[config.mk]
export PLATFORM = sky130hd
export DESIGN_NAME = if_stage
export DESIGN_NICKNAME = d
export VERILOG_FILES = /design/src/rtl/if_stage.sv
export SDC_FILE = /design/constraint.sdc
export NUM_CORES = 1
export LEC_CHECK = 0
export BUFFER_PORTS_ARGS = -buffer_cell sky130_fd_sc_hd__buf_2
export CAP_MARGIN = 20
export CORE_UTILIZATION = 58
export CTS_CLUSTER_SIZE = 28
export DETAILED_ROUTE_END_ITERATION = 6
export PLACE_DENSITY = 0.89
export SETUP_SLACK_MARGIN = 0.15
export SLEW_MARGIN = 20
export SYNTH_ARGS = -nofsm -noshare
export SYNTH_HDL_FRONTEND = slang
export SYNTH_SLANG_ARGS = --single-unit
[constraint.sdc]
create_clock -name clk -period 5.95 [get_ports clk]
set_input_delay 0.2975 -clock clk [delete_from_list [all_inputs] [get_ports clk]]
set_output_delay 0.2975 -clock clk [all_outputs]
set_load 0.03 [all_outputs]
[src/rtl/if_stage.sv]
// rtl/if_stage.sv - instruction fetch stage with single-outstanding memory port and 2-entry output FIFO
module if_stage #(
    parameter logic [31:0] RESET_PC  = 32'h0000_0000,
    parameter logic [31:0] NOP_INSTR = 32'h0000_0013
) (
    input  logic        clk,
    input  logic        rst,
    output logic        imem_req,
    output logic [31:0] imem_addr,
    input  logic        imem_gnt,
    input  logic        imem_rvalid,
    input  logic [31:0] imem_rdata,
    input  logic        redirect_valid,
    input  logic [31:0] redirect_pc,
    input  logic        id_ready,
    output logic        instr_valid,
    output logic [31:0] instr,
    output logic [31:0] pc
);

    typedef enum logic [1:0] {
        S_REQ  = 2'd0,
        S_WAIT = 2'd1,
        S_DROP = 2'd2
    } state_t;

    state_t      state;
    state_t      state_n;
    logic [31:0] fetch_pc;

    // Head entry drives the decode outputs; skid entry absorbs one more response.
    logic        head_v;
    logic [31:0] head_instr;
    logic [31:0] head_pc;
    logic        skid_v;
    logic [31:0] skid_instr;
    logic [31:0] skid_pc;

    // Responses still owed for requests issued before a reset; they are
    // swallowed ahead of any response the current state is waiting for.
    logic [1:0]  drop_cnt;
    logic [1:0]  outst;
    logic [1:0]  rst_drop;

    logic        consume;
    logic        full_after;
    logic        granted;
    logic        beat;
    logic        capture;

    assign consume     = head_v & id_ready;
    assign full_after  = head_v & skid_v & ~id_ready;
    assign granted     = imem_req & imem_gnt;
    assign beat        = imem_rvalid & (drop_cnt == 2'd0);

    assign imem_addr   = fetch_pc;
    assign instr_valid = head_v;
    assign instr       = head_v ? head_instr : NOP_INSTR;
    assign pc          = head_pc;

    // Next-state, request and capture decisions; redirect overrides the normal flow.
    always_comb begin
        state_n  = state;
        imem_req = 1'b0;
        capture  = 1'b0;
        case (state)
            S_REQ: begin
                imem_req = ~full_after & ~rst;
                if (imem_req && imem_gnt) begin
                    state_n = S_WAIT;
                end
            end
            S_WAIT: begin
                if (beat) begin
                    state_n = S_REQ;
                    capture = ~redirect_valid;
                end
            end
            S_DROP: begin
                if (beat) begin
                    state_n = S_REQ;
                end
            end
            default: begin
                state_n = S_REQ;
            end
        endcase
        if (redirect_valid) begin
            case (state)
                S_REQ:   state_n = granted ? S_DROP : S_REQ;
                S_WAIT:  state_n = beat ? S_REQ : S_DROP;
                S_DROP:  state_n = beat ? S_REQ : S_DROP;
                default: state_n = S_REQ;
            endcase
        end
    end

    // Count of responses outstanding at a reset edge, less any arriving on that edge.
    always_comb begin
        outst    = drop_cnt + {1'b0, (state != S_REQ)};
        rst_drop = outst;
        if (imem_rvalid && (outst != 2'd0)) begin
            rst_drop = outst - 2'd1;
        end
    end

    // Control state: FSM, fetch address and pre-reset drop counter.
    always_ff @(posedge clk) begin
        if (rst) begin
            state    <= S_REQ;
            fetch_pc <= RESET_PC;
            drop_cnt <= rst_drop;
        end else begin
            state <= state_n;
            if (imem_rvalid && (drop_cnt != 2'd0)) begin
                drop_cnt <= drop_cnt - 2'd1;
            end
            if (redirect_valid) begin
                fetch_pc <= redirect_pc & 32'hFFFF_FFFC;
            end else if (capture) begin
                fetch_pc <= fetch_pc + 32'd4;
            end
        end
    end

    // Output FIFO: flush on redirect, shift skid into head on consume, fill the first free slot on capture.
    always_ff @(posedge clk) begin
        if (rst) begin
            head_v     <= 1'b0;
            head_instr <= NOP_INSTR;
            head_pc    <= RESET_PC;
            skid_v     <= 1'b0;
            skid_instr <= NOP_INSTR;
            skid_pc    <= RESET_PC;
        end else if (redirect_valid) begin
            head_v <= 1'b0;
            skid_v <= 1'b0;
        end else if (consume) begin
            if (skid_v) begin
                head_instr <= skid_instr;
                head_pc    <= skid_pc;
                skid_v     <= capture;
                if (capture) begin
                    skid_instr <= imem_rdata;
                    skid_pc    <= fetch_pc;
                end
            end else begin
                head_v <= capture;
                if (capture) begin
                    head_instr <= imem_rdata;
                    head_pc    <= fetch_pc;
                end
            end
        end else if (capture) begin
            if (!head_v) begin
                head_v     <= 1'b1;
                head_instr <= imem_rdata;
                head_pc    <= fetch_pc;
            end else begin
                skid_v     <= 1'b1;
                skid_instr <= imem_rdata;
                skid_pc    <= fetch_pc;
            end
        end
    end

endmodule

==> out/results.tsv <==
metric	value	unit
antenna_found_initial	0	
area_growth	19.47	%
hp-class	in2reg	
stdcell_count	1165	
synthFlopType	dfxtp_1	
ys_seq_area_frac	0.4439	
initialDrtViolationCount	653	
start_util	0.5995	
die_h	113.9	um
drive_gt1_frac	0.2086	
start_kind	register	
num_vias	6644	
n_antenna_cell	0	
leakage	0.003720	uW
yosysMostFrequentCell	dfxtp_1	
fin_crit	2.990	ns
slew_viol_final	0	
wl_per_cell	15.31	um
fp.dieW	113.9	um
async_reset_ff_frac	0	
yosys.area.top_type_share	0.4356	
relSlewSlack	0.4048	
grt_first_pass_wirelength	28650	um
fillers	917	
cp-end-kind	register	
yosys.area_share.simple	0.2249	
cpPeakStageDelay	0.96	ns
crit_type	reg2reg	
worst_pin_slew	0.8927	ns
clockRootBuffer	clkbuf_16	
io_buffers	161	
grt_setup_unrepaired	no	
status	complete, no violations	
synth_compound_area_frac	0.1654	
multi_input_area	3729	sq um
grt-ovfl-total	0	
final.setup.tns	0	ns
cap_violations	0	
cts_resized	0	
finalHoldViolCount	0	
post-place-ws	3.055	ns
crit_buf_inv	1	
numCtsBuffers	17	
yosysWarnings	0	
num_rows	40	
internal-power	1808	uW
drc	0	
gp_congestion	0.8016	
crit_family	simple AND/OR/NAND/NOR gates	
grtUsageTotal	0.2781	
fin_nets	1061	
grt_max_degree	94	
vias_per_cell	5.703	
required	6.25	ns
arrival	3.29	ns
clock_latency	0.42	ns
netlist_area	7261	sq um
netlist_instances	870	
layout_setup_ws	2.960	ns
synth.distinct_cells	53	
seq_power_share	0.471	
boundaryPins	168	
combPwrFrac	0.093	
synth_commonest_cells	dfxtp_1 (158), nand2_1 (151), nor2_1 (91)	
grt_pass1_vias	5843	
synth_mux_area_frac	0.09150	
dp_hpwl	11400	um
cp_max_fo	28	
cts_hold_buf	0	
yosys.area.top_type	dfxtp_1	
seq_area	3223	sq um
synth_top_family_by_area	simple AND/OR/NAND/NOR gates	
cp_slowest_cell	or4_1	
pwr-share-clk	0.436	
synth-edff-count	2	
cts_sinks	160	
post-route-period-util	0.5025	
cts_tree	built	
fmaxAchievable	334.4	MHz
synth_seq_cells	160	
ir_worst_vdd	223.3	uV
synth_xor_area_frac	0.01327	
drtPass1Iterations	7	
syn_area_per_cell	8.346	sq um
postCtsSetupRepairBufs	0	
switching_share	0.2528	
core	12110	sq um
pwr_density_cell	279.0	nW/um^2
synth_area_leaders	dfxtp_1 (44%), mux2i_1 (8.7%), nand2_1 (7.8%)	
cp_cell_sequence	inv_1 > ha_1 > nand3_2 > or4_1 > o41a_1 > a2111oi_1	
utilization	0.7162	
h-tree-depth	4	
power.switching	611.7	uW
yosys.area_share.adder	0.01206	
wirelength	17840	um
clkTransAtPathRegs	0.06	ns
dp.cells	1132	
die_area	12970	sq um
setup_violations	0	
clock-skew-final	0.007828	ns
postRouteAntennaNets	0	
clock_path_buffers	2	
-- worst register-to-register path, delay by kind of cell (launching register included) --
| family | cells | cell delay (ns) |
|---|---|---|
| compound gates | 2 | 0.89 |
| simple gates | 2 | 1.20 |
| flops | 1 | 0.41 |
| buf+inv | 1 | 0.08 |
| fa+ha+maj | 1 | 0.28 |
-- layout make-up --
type / count / share of cell area
clock inverter: 12 / 0.01255
clock buffer: 20 / 0.05510
tap: 168 / 0.02423
timing repair buffer: 169 / 0.1020
multi-input combinational: 625 / 0.4298
sequential: 160 / 0.3716
inverter: 11 / 0.004760
-- layout by cell type (no fill, tap or decap), types with 6 or more instances in the layout --
master     netlist  final
nor3_1           8      8
and2_1          29     29
xnor2_1          6      6
clkbuf_16        0     18
a211oi_1        66     66
buf_4            4      7
nor2_1          91     91
nand4_1         15     15
o21ai_0         13     13
nand3_1         12     11
or3_1            8      8
buf_2            4    160
a311oi_1        10     10
or4_1            9      9
nand2_1        151    151
and3_1           8      8
mux2i_1         63     63
ha_1             7      7
dfxtp_1        158    158
o31ai_1          6      6
a21oi_1         69     69
inv_1           10     10
-- stage by stage --
stage / hold slack, ns / instance area [sq um] / total power, uW
finish: 0.1221 / 8675 / 2420
global route: 0.1139 / 8675 / 2504
CTS: 0.09510 / 8663 / 2427
detailed placement: 0.4458 / 8077 / 1384
global placement: 0.4406 / 8077 / 1375
floorplan: 0.4217 / 7272 / 1307
-- power by group through the flow --
| stage | Sequential [uW] | Clock, uW | Combinational [uW] |
|---|---|---|---|
| after global placement | 1160 | 0 | 215 |
| after global routing | 1140 | 1110 | 248 |
| after CTS | 1140 | 1070 | 224 |
| after detailed placement | 1160 | 0 | 222 |
| final | 1140 | 1060 | 225 |
| after floorplan | 1180 | 0 | 127 |
-- sequential cells by signal, summed over array words and instances (netlist names) --
| register | cells |
|---|---|
| pc | 30 |
| head_instr | 32 |
| imem_addr | 30 |
| instr_valid | 1 |
| skid_v | 1 |
| skid_pc | 30 |
| drop_cnt | 2 |
| state | 2 |
| skid_instr | 32 |
-- per-layer routing --
layer | up-vias | part of all wire | GRT usage
met3 | 37 | 0.070 | 0.06217
met5 | - | 0 | 0
li1 | 3276 | - | -
met1 | 3081 | 0.43 | 0.3639
met2 | 250 | 0.47 | 0.4480
met4 | 0 | 0.024 | 0.1091
-- cells by family (layout without fill, tap and decap cells) --
family | count (synthesis) | count (layout)
mux | 66 | 66
buf+inv | 88 | 212
compound gates | 182 | 182
fa+ha+maj | 7 | 7
other cells | 1 | 4
xor+xnor | 11 | 11
flops | 160 | 160
simple gates | 355 | 355
-- path summary, 6_finish.rpt --
kind              depth (start not counted)          start             to  slack [ns]
setup / recovery                          6    drop_cnt[0]  imem_addr[28]        2.96
hold / removal                            3  imem_rdata[4]  skid_instr[4]        0.12
setup reg to reg                          6    drop_cnt[0]  imem_addr[28]        2.96
hold reg to reg                           2     skid_pc[6]     skid_pc[6]        0.45
Power figures use the tool's default switching activity.
